**config.mk**
```make
export PLATFORM = sky130hd
export DESIGN_NAME = snn_pe_scheduler
export DESIGN_NICKNAME = d
export VERILOG_FILES = /design/src/rtl/snn_pe_scheduler.sv
export SDC_FILE = /design/constraint.sdc
export NUM_CORES = 1
export LEC_CHECK = 0
export ABC_AREA = 1
export CAP_MARGIN = 15
export CORE_MARGIN = 2
export CORE_UTILIZATION = 50
export CTS_BUF_LIST = sky130_fd_sc_hd__clkbuf_4 sky130_fd_sc_hd__clkbuf_8 sky130_fd_sc_hd__clkbuf_16
export DETAILED_ROUTE_END_ITERATION = 10
export GPL_ROUTABILITY_DRIVEN = 0
export PLACE_DENSITY_LB_ADDON = 0.05
export RECOVER_POWER = 50
export SLEW_MARGIN = 10
export SYNTH_ARGS = -nofsm -noshare
export SYNTH_HDL_FRONTEND = slang
export SYNTH_SLANG_ARGS = --single-unit
```
**constraint.sdc**
```tcl
create_clock -name clk -period 11.3 [get_ports clk]
set_input_delay 1.13 -clock clk [delete_from_list [all_inputs] [get_ports clk]]
set_output_delay 1.13 -clock clk [all_outputs]
set_load 0.02 [all_outputs]
```
**src/rtl/snn_pe_scheduler.sv**
```systemverilog
// Control for one spiking PE: loads a 5x5 filter, streams binary windows
// through the MAC, integrates results into membranes and emits spikes.
module snn_pe_scheduler #(
  parameter int FILTER_WIDTH  = 8,
  parameter int OUTPUT_WIDTH  = 13,
  parameter int MEM_WIDTH     = 16,
  parameter int NUM_WINDOWS   = 4,
  parameter int NUM_TIMESTEPS = 3,
  parameter int THRESHOLD     = 64,
  localparam int WW = (NUM_WINDOWS > 1) ? $clog2(NUM_WINDOWS) : 1,
  localparam int TW = (NUM_TIMESTEPS > 1) ? $clog2(NUM_TIMESTEPS) : 1
) (
  input  logic                      clk,
  input  logic                      rst,
  input  logic                      filt_valid,
  output logic                      filt_ready,
  input  logic [5*FILTER_WIDTH-1:0] filt_row,
  input  logic                      ifmap_valid,
  output logic                      ifmap_ready,
  input  logic [24:0]               ifmap_data,
  output logic                      mac_req,
  input  logic                      mac_ack,
  output logic [25*FILTER_WIDTH-1:0] mac_filter,
  output logic [24:0]               mac_ifmap,
  input  logic                      mac_res_valid,
  input  logic [OUTPUT_WIDTH-1:0]   mac_res,
  output logic                      out_valid,
  input  logic                      out_ready,
  output logic                      out_spike,
  output logic [MEM_WIDTH-1:0]      out_mem,
  output logic [WW-1:0]             out_win,
  output logic [TW-1:0]             out_t,
  output logic                      done,
  output logic                      err
);

  localparam int RW = 5 * FILTER_WIDTH;
  localparam int SW =
    ((MEM_WIDTH > OUTPUT_WIDTH) ? MEM_WIDTH : OUTPUT_WIDTH) + 1;
  localparam logic [SW-1:0] MEM_MAX =
    {{(SW-MEM_WIDTH){1'b0}}, {MEM_WIDTH{1'b1}}};
  localparam logic [SW-1:0] THR = SW'(THRESHOLD);
  localparam logic [WW-1:0] WIN_LAST = WW'(NUM_WINDOWS - 1);
  localparam logic [TW-1:0] T_LAST = TW'(NUM_TIMESTEPS - 1);

  typedef enum logic [2:0] {
    S_LOAD,
    S_WAIT_IFMAP,
    S_ISSUE,
    S_WAIT_RES,
    S_UPDATE,
    S_EMIT
  } state_t;

  state_t state_q;
  state_t state_d;

  logic [2:0]              row_q;
  logic [WW-1:0]           win_q;
  logic [TW-1:0]           t_q;
  logic [MEM_WIDTH-1:0]    mem_q [NUM_WINDOWS];
  logic [25*FILTER_WIDTH-1:0] filt_q;
  logic [OUTPUT_WIDTH-1:0] res_q;

  logic [SW-1:0]        sum;
  logic [SW-1:0]        sat;
  logic [MEM_WIDTH-1:0] mem_nx;
  logic                 fire;

  logic filt_go;
  logic ifmap_go;
  logic mac_go;
  logic res_go;
  logic out_go;
  logic last_win;
  logic last_t;

  assign filt_go  = filt_valid & filt_ready;
  assign ifmap_go = ifmap_valid & ifmap_ready;
  assign mac_go   = mac_req & mac_ack;
  assign res_go   = mac_res_valid & (state_q == S_WAIT_RES);
  assign out_go   = out_valid & out_ready;
  assign last_win = (win_q == WIN_LAST);
  assign last_t   = (t_q == T_LAST);

  assign mac_filter = filt_q;

  // Saturating integrate, then subtract-on-fire reset of the membrane.
  always_comb begin
    sum  = SW'(mem_q[win_q]) + SW'(res_q);
    sat  = (sum > MEM_MAX) ? MEM_MAX : sum;
    fire = (sat >= THR);
    mem_nx = fire ? MEM_WIDTH'(sat - THR) : MEM_WIDTH'(sat);
  end

  always_ff @(posedge clk or posedge rst) begin
    if (rst) state_q <= S_LOAD;
    else     state_q <= state_d;
  end

  always_comb begin
    state_d = state_q;
    unique case (state_q)
      S_LOAD:
        if (filt_go && row_q == 3'd4) state_d = S_WAIT_IFMAP;
      S_WAIT_IFMAP:
        if (ifmap_go) state_d = S_ISSUE;
      S_ISSUE:
        if (mac_go) state_d = S_WAIT_RES;
      S_WAIT_RES:
        if (res_go) state_d = S_UPDATE;
      S_UPDATE:
        state_d = S_EMIT;
      S_EMIT:
        if (out_go)
          state_d = (last_win && last_t) ? S_LOAD : S_WAIT_IFMAP;
      default:
        state_d = S_LOAD;
    endcase
  end

  always_comb begin
    filt_ready  = (state_q == S_LOAD);
    ifmap_ready = (state_q == S_WAIT_IFMAP);
    mac_req     = (state_q == S_ISSUE);
    out_valid   = (state_q == S_EMIT);
  end

  always_ff @(posedge clk or posedge rst) begin
    if (rst) begin
      row_q     <= '0;
      win_q     <= '0;
      t_q       <= '0;
      filt_q    <= '0;
      mac_ifmap <= '0;
      res_q     <= '0;
      out_spike <= 1'b0;
      out_mem   <= '0;
      out_win   <= '0;
      out_t     <= '0;
      done      <= 1'b0;
      err       <= 1'b0;
      for (int i = 0; i < NUM_WINDOWS; i++) mem_q[i] <= '0;
    end else begin
      done <= 1'b0;
      if (mac_res_valid && state_q != S_WAIT_RES) err <= 1'b1;
      if (filt_go) begin
        filt_q[row_q*RW +: RW] <= filt_row;
        row_q <= (row_q == 3'd4) ? 3'd0 : row_q + 3'd1;
      end
      if (ifmap_go) mac_ifmap <= ifmap_data;
      if (res_go) res_q <= mac_res;
      if (state_q == S_UPDATE) begin
        mem_q[win_q] <= mem_nx;
        out_spike    <= fire;
        out_mem      <= mem_nx;
        out_win      <= win_q;
        out_t        <= t_q;
      end
      if (out_go) begin
        if (!last_win) begin
          win_q <= win_q + WW'(1);
        end else begin
          win_q <= '0;
          if (!last_t) begin
            t_q <= t_q + TW'(1);
          end else begin
            t_q  <= '0;
            done <= 1'b1;
            for (int i = 0; i < NUM_WINDOWS; i++) mem_q[i] <= '0;
          end
        end
      end
    end
  end

endmodule

```
==> results.toml <==
[status]
outcome = "finished with violations"
violations = "max-capacitance violations, max-slew violations"

[global_routing]
grt_max_degree = 132
track_usage = 0.317
grt_pass1_vias = 16800
grt_pass1_wl_um = 94600
antenna_found_initial = 8
grt_overflow = 0

[floorplanning]
io_pins = 337
fp.dieH_um = 196
core_area_um2 = 36500
start_util = 0.506
num_rows = 70
die_area_um2 = 38500
die_x_um = 196

[synthesis]
synth_top_area_frac = 0.454
synthTopCellsByArea = "dfrtp_1, nand2_1, o21ai_0"
seq_area_frac_synth = 0.454
netlist_area_um2 = 18500
synth_top_area_cell = "dfrtp_1"
synthCells = 2387
syn_nets = 2499
avgSynthCellArea_um2 = 7.74
synth.distinct_cells = 55
yosys_warnings = 0
ys_seq_elements = 335

[detailed_routing]
drc = 0
vias_per_cell = 5.60
ant_nets = 0
routed_wl_um = 61900
wire_per_inst_um = 19.6
num_vias = 17700
drtIter0Drc = 1779
firstDrtPassIters = 6

[critical_path]
critPathMaxFanout = 131
path_class = "input pin to async pin"
cp-end-kind = "async pin"
cp-start-kind = "input pin"
crit_arrival_ps = 6390
cp.required_ps = 11800

[cts]
htree_levels = 2
hold_buffers = 0
postCtsSetupBuffers = 0
cts_resized = 0
cts.reportedPaths.clkPinSlew_ps = 60
clkLatencyLatePin_ps = 550
cts_tree = "done"
root_buffer = "clkbuf_16"
clock-sinks = 335
clk_path_buf_depth = 3
cts_buffers = 37

[sta]
rsz0062_at_grt = "false"
drv_slew = 132
hold_violations = 0
setup_viol = 0
tightest_slew_ps = 6160
hold_slack_ps = 474
max_clock_freq_mhz = 170
fin_crit_sh = 0.521
period_needed_ps = 5890
slew_headroom = -3.13
skew_ps = 19.4
setup_tns_ps = 0

[cells_and_area]
syn2layout_area_growth_pct = 26.4
drive_gt1_frac = 0.0795
final_cells = 3154
nets = 2761
post-route-util = 0.640

[flow_run]
maxCapViolCount = 1

[hold_path]
worstHoldPathType = "register to register"

[place]
dp_hpwl_um = 44800
dpl.cell_count = 3077
io_buffers = 336
## cell usage in the layout (no fill, tap or decap), types with 16 or more instances in the layout
cell type	count
nand2_1	609
o21ai_0	251
o31ai_1	26
o211ai_1	18
mux2i_1	16
dfrtp_1	335
nor2_1	191
ha_1	25
clkdlybuf4s50_1	83
inv_1	274
a22oi_1	33
nand3_1	64
mux2_2	38
clkbuf_16	39
o21ai_1	80
a21oi_1	99
inv_2	17
o22ai_1	40
dlygate4sd3_1	253
## kinds of logic (layout without fill, tap and decap cells)
logic type      count (synthesis)  after routing  share of synthesized area
compound gates                591            591                      0.182
xor+xnor                        8              8                    0.00501
fa+ha+maj                      27             27                     0.0187
buf+inv                       424            715                     0.0922
flops                         335            335                      0.454
mux                            54             54                     0.0318
other cells                     0              8                          0
simple gates                  948            948                      0.217
## stage by stage
step / setup slack, ps / instance area [um2]
finish: 5410 / 23400
global route: 4330 / 23400
CTS: 6230 / 23400
detailed placement: 6330 / 22000
global placement: 6410 / 22000
floorplan: 888 / 18500
## synth_stat cells, drive strengths merged
cell / number
nand2: 631
dfrtp: 335
o21ai: 335
inv: 294
nor2: 206
a21oi: 111
nand3: 73
clkbuf: 64
buf: 63
o22ai: 41
mux2: 38
a22oi: 33
ha: 26
o31ai: 26
o211ai: 20
mux2i: 16
nand4: 14
nor3: 11
nand3b: 7
o21a: 7
a32oi: 6
xor2: 6
o21bai: 5
a31oi: 4
nor4: 4
clkinv: 3
xnor2: 2
a211oi: 1
a21o: 1
and2: 1
fa: 1
o41ai: 1
or2: 1
## registers in the layout, summed over array words and instances, names as in the netlist
register and cells:
mac_ifmap 25, out_t 2, state_q 3, row_q 3
err 1, t_q 2, res_q 13, out_win 2
out_spike 1, mac_filter 200, mem_q 64, done 1
out_mem 16, win_q 2
## worst max-delay path: stages
cell           delay (ps)
dlygate4sd3_1         550
clkinvlp_2           3410
buf_4                1200
## final timing paths
| check | startpoint | to | depth (start not counted) | slack, ps |
|---|---|---|---|---|
| max | rst | mac_filter[80] | 3 | 5410 |
| min reg2reg | mac_filter[54] | mac_filter[54] | 2 | 470 |
| max reg2reg | win_q[1] | mem_q[24] | 29 | 5600 |
| min in group asynchronous | rst | mac_filter[168] | 2 | 2980 |
| max in group clk | win_q[1] | mem_q[24] | 29 | 5600 |
| min | mac_filter[54] | mac_filter[54] | 2 | 470 |
## cell type report
cell class	instances	area [um2]
Fill cell	3154	13200
Multi-Input combinational cell	1628	8400
Sequential cell	335	8380
Timing Repair Buffer	350	3470
Inverter	297	1120
Clock buffer	49	1080
Tap cell	468	586
Clock inverter	19	305
Antenna cell	8	20.0
## metal layers
| layer | track usage | share of wire |
|---|---|---|
| met1 | 0.408 | 0.40 |
| met2 | 0.524 | 0.48 |
| met3 | 0.0492 | 0.071 |
| met4 | 0.155 | 0.050 |
| met5 | 0 | 0 |
Power is not shown: default switching activity piles up to over one toggle a cycle in this logic, so the estimate is an artifact.
